**src/rtl/dic_pkg.sv**
```systemverilog
// Shared constants for the digital-clock alarm sequencer: FSM state codes and counter width.
package dic_pkg;
    localparam int CNT_W = 8;

    localparam logic [1:0] IDLE   = 2'd0;
    localparam logic [1:0] RING   = 2'd1;
    localparam logic [1:0] SNOOZE = 2'd2;
    localparam logic [1:0] DONE   = 2'd3;
endpackage

```
**src/rtl/dic_sec_timer.sv**
```systemverilog
// Seconds counter shared by the RING and SNOOZE phases; the caller picks the limit.
module dic_sec_timer
    import dic_pkg::*;
(
    input  logic             clk,
    input  logic             rst,
    input  logic             clr,
    input  logic             inc,
    input  logic [CNT_W-1:0] limit,
    output logic             done
);

    logic [CNT_W-1:0] cnt;

    // Clear wins over increment so a phase change always restarts from zero.
    always_ff @(posedge clk or posedge rst) begin
        if (rst) begin
            cnt <= '0;
        end else if (clr) begin
            cnt <= '0;
        end else if (inc) begin
            cnt <= cnt + 1'b1;
        end
    end

    assign done = (cnt == limit);

endmodule

```
**src/rtl/dic_alarm_sched.sv**
```systemverilog
// Alarm sequencer: rings when the clock digits match the alarm digits, with bounded
// ring time, a limited number of snoozes, and dismiss from the console.
module dic_alarm_sched
    import dic_pkg::*;
#(
    parameter int RING_SECS   = 10,
    parameter int SNOOZE_SECS = 30,
    parameter int MAX_SNOOZE  = 3
) (
    input  logic       clk,
    input  logic       rst,
    input  logic       sec_strb,
    input  logic       alarm_ena,
    input  logic       dicRun,
    input  logic [3:0] clkMtens,
    input  logic [3:0] clkMones,
    input  logic [3:0] clkStens,
    input  logic [3:0] clkSones,
    input  logic [3:0] alrMtens,
    input  logic [3:0] alrMones,
    input  logic [3:0] alrStens,
    input  logic [3:0] alrSones,
    input  logic       det_snooze,
    input  logic       det_cr,
    output logic       alarm_ring,
    output logic       beep,
    output logic       ring_start,
    output logic       snoozing,
    output logic [3:0] snz_left
);

    localparam logic [CNT_W-1:0] RING_LIM = CNT_W'(RING_SECS);
    localparam logic [CNT_W-1:0] SNZ_LIM  = CNT_W'(SNOOZE_SECS);
    localparam logic [3:0]       SNZ_MAX  = 4'(MAX_SNOOZE);

    logic [1:0]       state, stateNext;
    logic             phase, phaseNext;
    logic [3:0]       snzNext;
    logic             match;
    logic             timerClr, timerInc, timerDone;
    logic [CNT_W-1:0] timerLimit;

    assign match = (clkMtens == alrMtens) && (clkMones == alrMones) &&
                   (clkStens == alrStens) && (clkSones == alrSones);

    assign timerLimit = (state == SNOOZE) ? SNZ_LIM : RING_LIM;

    dic_sec_timer u_timer (
        .clk   (clk),
        .rst   (rst),
        .clr   (timerClr),
        .inc   (timerInc),
        .limit (timerLimit),
        .done  (timerDone)
    );

    // Events (dismiss, snooze, timeout) are checked before sec_strb, so a strobe that
    // coincides with an event never advances the count.
    always_comb begin
        stateNext = state;
        phaseNext = phase;
        snzNext   = snz_left;
        timerClr  = 1'b0;
        timerInc  = 1'b0;
        if (!alarm_ena) begin
            stateNext = IDLE;
            timerClr  = 1'b1;
            snzNext   = SNZ_MAX;
        end else begin
            case (state)
                IDLE: begin
                    if (match && dicRun) begin
                        stateNext = RING;
                        timerClr  = 1'b1;
                        phaseNext = 1'b1;
                        snzNext   = SNZ_MAX;
                    end
                end
                RING: begin
                    if (det_cr) begin
                        stateNext = DONE;
                        timerClr  = 1'b1;
                    end else if (det_snooze) begin
                        timerClr = 1'b1;
                        if (snz_left != 4'd0) begin
                            stateNext = SNOOZE;
                            snzNext   = snz_left - 1'b1;
                        end else begin
                            stateNext = DONE;
                        end
                    end else if (timerDone) begin
                        stateNext = DONE;
                        timerClr  = 1'b1;
                    end else if (sec_strb) begin
                        timerInc  = 1'b1;
                        phaseNext = ~phase;
                    end
                end
                SNOOZE: begin
                    if (det_cr) begin
                        stateNext = DONE;
                        timerClr  = 1'b1;
                    end else if (timerDone) begin
                        stateNext = RING;
                        timerClr  = 1'b1;
                        phaseNext = 1'b1;
                    end else if (sec_strb) begin
                        timerInc = 1'b1;
                    end
                end
                default: begin
                    // DONE holds off a retrigger until the clock moves off the alarm time.
                    if (!match) begin
                        stateNext = IDLE;
                    end
                end
            endcase
        end
    end

    // Outputs are registered from the next-state values so they line up with the state.
    always_ff @(posedge clk or posedge rst) begin
        if (rst) begin
            state      <= IDLE;
            phase      <= 1'b0;
            snz_left   <= SNZ_MAX;
            alarm_ring <= 1'b0;
            beep       <= 1'b0;
            ring_start <= 1'b0;
            snoozing   <= 1'b0;
        end else begin
            state      <= stateNext;
            phase      <= phaseNext;
            snz_left   <= snzNext;
            alarm_ring <= (stateNext == RING);
            beep       <= (stateNext == RING) && phaseNext;
            ring_start <= (stateNext == RING) && (state != RING);
            snoozing   <= (stateNext == SNOOZE);
        end
    end

endmodule

```
**config.mk**
```make
export PLATFORM = sky130hd
export DESIGN_NAME = dic_alarm_sched
export DESIGN_NICKNAME = d
export VERILOG_FILES = /design/src/rtl/dic_pkg.sv /design/src/rtl/dic_sec_timer.sv /design/src/rtl/dic_alarm_sched.sv
export SDC_FILE = /design/constraint.sdc
export NUM_CORES = 1
export LEC_CHECK = 0
export ABC_AREA = 1
export CORE_MARGIN = 10
export CORE_UTILIZATION = 51
export DETAILED_ROUTE_END_ITERATION = 16
export PLACE_DENSITY = 0.86
export SYNTH_ARGS = -nofsm -noshare
export SYNTH_HDL_FRONTEND = slang
export SYNTH_SLANG_ARGS = --single-unit
```
**constraint.sdc**
```tcl
create_clock -name clk -period 4.3 [get_ports clk]
set_clock_uncertainty 0.2 [all_clocks]
set_input_delay 0.43 -clock clk [delete_from_list [all_inputs] [get_ports clk]]
set_output_delay 0.43 -clock clk [all_outputs]
set_load 0.01 [all_outputs]
```
==> metrics, run 1 <==
r2r setup slk=2.01 ns; Pwr Density=298 nW/µm²; vias in the first global route=1548; clock tree buffer depth=2; GP Congestion=0.814; slew margin rel.=55.4%; residual DRC count=0; Clk Latency, worst-skew pair=0.30 ns; Detail Placement HPWL=3170 µm; GR Util met2=26.3%; Gate Count Post-Synth=239; met3 Usage GRT=2.73%; Initial DRT Pass Iterations=4; mapped cell area=1570 µm²; die height=75.6 µm; DRT antenna net count=0; DRT iter0 DRCs=130; Slew Viols, Final=0; Area Overhead vs Synth=32.4%; outcome=finished, final reports clean; Net count, final=335; reg2reg end=u_timer.cnt[7]$_DFFE_PP0P_; fin crit share=53.3%; reg-to-reg startpoint=state[0]$_DFF_PP0_; clock-pin slew on the worst setup and hold paths=0.10 ns; initial antenna violation count=0; Tightest Pin Transition=0.668 ns; crit path launch type=flop; VDD IR max=0.309 mV; most frequent cells in the layout=nand2_1, clkdlybuf4s50_1, nor2_1; syn_nets=286; xor/xnor share of the synthesized area=6.68%; Slowest-stage cell, CP=dfrtp_1; Starting Density=52.4%; critical path cell sequence=inv_1, ha_1, inv_2, nand2_1, nand3_1, nor2_1, nand2_1, o21ai_0, o21ai_1, nand2_1, nand2_1, nand2_1, nor2_1; per-cell routed wire length=11.7 µm; Synth Area in Compound Gates=6.36%; Critical Path Max Stage Delay=0.45 ns; CP Data Required Time=4.29 ns; Top Usage Layer GRT=met2; area share of the leading cell type in the synthesized netlist=27.0%; TNS Setup=0 ns; Simple-Gate Fraction of Synth Area=38.6%; CTS resizes=0; GRT Total Usage=14.3%; largest net degree at the start of global routing=20; Seq/Total Area, Yosys=30.4%; largest family of logic cells by synthesized area=simple AND/OR/NAND/NOR gates; Arrival @ worst endpoint=2.28 ns; #FFs+latches synth=19; CTS tree=yes; most common cell after layout, fill and taps aside=nand2_1; biggest area consumer among synthesized cells=dfrtp_1; met1 usage=16.4%; cts hold-fix bufs=0; final instance area=2080 µm²; CP Buf/Inv Count=2; Max Cap Viol=0; number of I/O port buffers=46; YS warnings=0; Synth cell types=27; Row Count=20; Post-CTS Setup Bufs=0; core area=3000 µm²; Root Buffer=clkbuf_4; H-Tree Depth=1; Synth area leaders=dfrtp_1, nand2_1, nor2_1; Fin. Hold Viols=0; die width=75.6 µm; DIE AREA=5710 µm²; RSZ-0062 raised after global routing=no; share of layout cells above drive strength 1=6.62%; total CTS buffers=3; FMAX=437 MHz; average cell area after synthesis=6.59 µm²; Worst Reg-to-Reg Cells=13; DP Area=2060 µm²; most frequent CP cell=nand2_1; total grt overflow=0; WL final=3740 µm; CTS sink count=19; setup violators final=0; crit path max fanout=9; Hold Path Class=primary input to asynchronous set/reset pin; Antenna diodes=0; via count=1571; Setup CP Type=flop to flop; Lkg Pwr=1.05 nW; multiplexer area fraction after synthesis=0%; area share of fa/ha/maj cells after synthesis=6.36%; first-pass GRT wire length=6590 µm; crit path time final=2.29 ns; critical path capture point type=flop; vias per cell=4.91; # IOs=47; CP top delay family=simple AND/OR/NAND/NOR gates
## cell families (layout without fill, tap and decap cells)
| kind of cell | after synthesis | after routing |
|---|---|---|
| AND/OR/NAND/NOR | 136 | 136 |
| flip-flops | 19 | 19 |
| XOR/XNOR | 12 | 12 |
| AO/OA/AOI/OAI | 18 | 18 |
| buffers and inverters | 46 | 94 |
| adder cells (fa/ha/maj) | 8 | 8 |
## layout make-up
cell class                      instances  area [µm²]
Clock inverter                          1        5.00
Fill cell                             241         918
Inverter                               44         165
Clock buffer                            3        22.5
Multi-Input combinational cell        174         912
Timing Repair Buffer                   46         460
Tap cell                               33        41.3
Sequential cell                        19         478
## per-layer routing
layer / wire, µm / vias to the layer above
li1: - / 835
met5: 0 / -
met4: 33 / 0
met2: 1930 / 36
met1: 1570 / 695
met3: 204 / 5
## worst max path at each step
| stage | end | cells past startpoint | from |
|---|---|---|---|
| 2_1_floorplan | u_timer.cnt[5]$_DFFE_PP0P_ | 11 | state[1]$_DFF_PP0_ |
| 3_3_place_gp | u_timer.cnt[7]$_DFFE_PP0P_ | 13 | alrMtens[2] |
| 3_5_place_dp | u_timer.cnt[0]$_DFFE_PP0P_ | 13 | alrMtens[2] |
| 4_1_cts | ring_start$_DFF_PP0_ | 16 | state[0]$_DFF_PP0_ |
| 5_1_grt | ring_start$_DFF_PP0_ | 16 | state[0]$_DFF_PP0_ |
| 6_report | u_timer.cnt[7]$_DFFE_PP0P_ | 13 | state[0]$_DFF_PP0_ |
## worst reg2reg max path, stage by stage, from the launching register on
cell and delay [ns]:
dfrtp_1 0.45, inv_1 0.11, ha_1 0.34, inv_2 0.11, nand2_1 0.07, nand3_1 0.07
nor2_1 0.11, nand2_1 0.10, o21ai_0 0.10, o21ai_1 0.10, nand2_1 0.07, nand2_1 0.07
nand2_1 0.20, nor2_1 0.08
## cell usage after synthesis, drive strengths merged
| cell | number |
|---|---|
| nand2 | 63 |
| inv | 44 |
| nor2 | 41 |
| nand3 | 20 |
| dfrtp | 17 |
| xor2 | 11 |
| o21ai | 9 |
| ha | 8 |
| a21oi | 7 |
| nand4 | 5 |
| nor3 | 4 |
| buf | 2 |
| dfstp | 2 |
| or2 | 2 |
| and2 | 1 |
| o2111ai | 1 |
| o21bai | 1 |
| xnor2 | 1 |
## stage by stage
stage / setup WS [ns] / instances / utilization (%) / power [mW] / hold WS, ns
floorplan: 2.35 / 239 / - / 0.429 / 0.180
global placement: 1.96 / 316 / 68.5 / 0.525 / 0.308
detailed placement: 1.88 / 316 / 68.5 / 0.534 / 0.325
CTS: 2.02 / 320 / 69.4 / 0.624 / 0.342
global route: 1.82 / 320 / 69.4 / 0.683 / 0.365
finish: 2.01 / 320 / 69.4 / 0.622 / 0.325
## flip-flops by register name, summed over array words and instances, names as in the netlist
register / cells
snz_left: 4
alarm_ring: 1
u_timer.cnt: 8
state: 2
phase: 1
beep: 1
snoozing: 1
ring_start: 1
## power by group
group | switching [mW] | internal, mW | total [mW]
sequential | 0.0191 | 0.204 | 0.223
combinational | 0.180 | 0.132 | 0.311
clock | 0.0532 | 0.0347 | 0.0879
Note: power is estimated with default switching activity, not from simulation.
==> inputs of run 2 (changes only) <==
CORE_UTILIZATION = 43   (was 51)
PLACE_DENSITY = 0.77   (was 0.86)
clock period = 2 ns   (was 4.3 ns; I/O delays follow)
==> run 2 against run 1 <==
  * The run now ends with negative setup slack left
  * Clock power grew to 3.0 times the previous value
  * Final cell count grew 8.8%
  * Flip-flop and latch count is the same
  * Sequential share of layout area shrank 2.7 points
  * Maximum frequency grew 14%
  * Sequential power grew 110%
  * Global-route usage shrank 0.84 points
  * Wire length grew 11%
  * Critical path type unchanged
  * Highest routed layer unchanged
==> metrics, run 2 (synthesis gave the netlist of run 1 again) <==
# IOs=47 (unchanged); cts hold-fix bufs=0 (unchanged); fin crit share=100% (+47 points); core area=3440 µm² (+15%); clock tree buffer depth=2 (unchanged); Slew Viols, Final=0 (unchanged); most frequent cells in the layout=nand2_1, clkdlybuf4s50_1, nor2_1; Arrival @ worst endpoint=1.94 ns (-0.34 ns); Row Count=21 (+5.0%); via count=1632 (+3.9%); final instance area=2360 µm² (+13%); Net count, final=350 (+4.5%); footprint of the multi-input gates=1030 µm² (+13%); critical path capture point type=flop; DRT iter0 DRCs=92 (-29%); first-pass GRT wire length=7110 µm (+7.9%); biggest regs=u_timer.cnt: 8 flops, snz_left: 4 flops, state: 2 flops; total CTS buffers=3 (unchanged); residual DRC count=0 (unchanged); register area=479 µm² (+0.26%); number of I/O port buffers=46 (unchanged); DP Area=2160 µm² (+5.2%); GRT Total Usage=13.4% (-0.84 points); Detail Placement HPWL=3400 µm (+7.3%); slew margin rel.=80.6% (+25 points); worst setup margin=-0.000672 ns (-2.01 ns); Root Buffer=clkbuf_8; clock-pin slew on the worst setup and hold paths=0.07 ns (-0.03 ns); outcome=finished, violations left; register with the most flip-flops=u_timer.cnt; CTS tree=yes; Setup WS pre-CTS=-0.169 ns (-2.05 ns); total grt overflow=0 (unchanged); CTS sink count=19 (unchanged); Tightest Pin Transition=0.289 ns (-0.380 ns); die width=80.5 µm (+6.5%); share of layout cells above drive strength 1=19.9% (+13 points); crit path launch type=flop; Area Overhead vs Synth=50.2%; CP Data Required Time=1.94 ns (-2.35 ns); most common cell after layout, fill and taps aside=nand2_1; DRT antenna net count=0 (unchanged); total power=1.70 mW (+170%); initial antenna violation count=0 (unchanged); Filler Cell Count=289 (+20%); Pwr Density=717 nW/µm² (+140%); crit path max fanout=5 (-4); vias in the first global route=1576 (+1.8%); Hold Path Class=primary input to asynchronous set/reset pin; Fin. Hold Viols=0 (unchanged); failing checks=negative setup slack; Max Cap Viol=0 (unchanged); vias per cell=4.69 (-4.5%); Setup CP Type=flop to flop; WL final=4150 µm (+11%); H-Tree Depth=1 (unchanged); per-cell routed wire length=11.9 µm (+2.2%); RSZ-0062 raised after global routing=yes; Initial DRT Pass Iterations=4 (unchanged); Starting Density=45.7% (-6.7 points); FMAX=500 MHz (+14%); DIE AREA=6480 µm² (+14%); largest net degree at the start of global routing=20 (unchanged); GP Congestion=0.847 (+4.1%); crit path time final=2.00 ns (-0.290 ns); Antenna diodes=0 (unchanged); die height=80.5 µm (+6.5%); Clk Latency, worst-skew pair=0.25 ns (-0.05 ns); setup violators final=1 (+1); VDD IR max=0.689 mV (+120%); max reg flops=8 (unchanged); Lkg Pwr=1.15 nW (+9.4%)
==> run 2: cell count changes in the layout (fill, tap and decap cells not counted), moves of 4 or more <==
cell and delta:
buf_4 +13, nand2_1 -9, nand2_2 +5, nor2_1 -5, ha_1 -4, inv_1 -4
nand2_4 +4, nor2_2 +4
==> run 2: what timing repair did <==
action                                 in CTS  in global routing
setup endpoints to repair                  10                 15
setup buffers                               3                  0
endpoints found under the hold margin       0                  0
resized for setup                          12                 26
cloned                                      0                  0
pin swaps                                   6                 12
==> run 2: critical path: stages (launching register included) <==
cell	delay, ns
dfrtp_2	0.45
inv_2	0.09
ha_4	0.13
inv_2	0.04
o21ai_2	0.17
inv_2	0.07
nor2_4	0.12
nand4_4	0.15
nor2_4	0.16
nand2_1	0.08
xor2_1	0.18
nor2_1	0.07
==> run 2: metrics by stage <==
step,std cells,utilization [%],hold slack (ns),TNS (ns)
finish,348,68.7,0.0702,-0.000672
global route,348,68.7,0.0820,-1.01
CTS,348,66.3,0.0749,-0.0235
detailed placement,341,62.8,0.317,-1.54
global placement,341,62.8,0.310,-0.989
floorplan,239,-,-0.0504,0
==> run 2: report_power, final <==
part / internal [mW] / switching (mW) / total, mW / leakage (nW)
logic: 0.457 / 0.500 / 0.957 / 0.873
registers: 0.440 / 0.0386 / 0.479 / 0.253
clock network: 0.138 / 0.121 / 0.260 / 0.0255
total: 1.04 / 0.660 / 1.70 / 1.15
==> run 2: final cells by class <==
class | instances | area share (%)
multi-input cells | 174 | 43.7
repair buffers | 61 | 24.6
flip-flops and latches | 19 | 20.3
inverters | 44 | 7.09
well taps | 46 | 2.43
clock buffers | 3 | 1.75
clock inverters | 1 | 0.212
==> run 2: routing by layer <==
metal / track usage [%] / vias to the layer above / wire length [µm]
met5: 0 / - / 0
met4: 3.70 / 0 / 35
met3: 2.67 / 4 / 187
met2: 23.8 / 32 / 2180
met1: 15.9 / 735 / 1750
li1: - / 861 / -
==> run 2: worst paths after layout <==
kind | startpoint | end | slack, ns | cells after the start
worst min register to register | snz_left[1]$_DFFE_PP1P_ | snz_left[1]$_DFFE_PP1P_ | 0.33 | 2
max in group asynchronous | rst | snz_left[0]$_DFFE_PP1P_ | 1.27 | 3
worst max register to register | state[1]$_DFF_PP0_ | u_timer.cnt[4]$_DFFE_PP0P_ | -0.0007 | 11
min in group clk | snz_left[1]$_DFFE_PP1P_ | snz_left[1]$_DFFE_PP1P_ | 0.33 | 2
worst min-delay path | rst | u_timer.cnt[4]$_DFFE_PP0P_ | 0.07 | 3
worst max-delay path | state[1]$_DFF_PP0_ | u_timer.cnt[4]$_DFFE_PP0P_ | -0.0007 | 11
==> inputs of run 3 (changes only) <==
CAP_MARGIN = 10   (was not set)
==> results of run 3 <==
The final DEF is identical to that of run 2; final timing and power are the same.
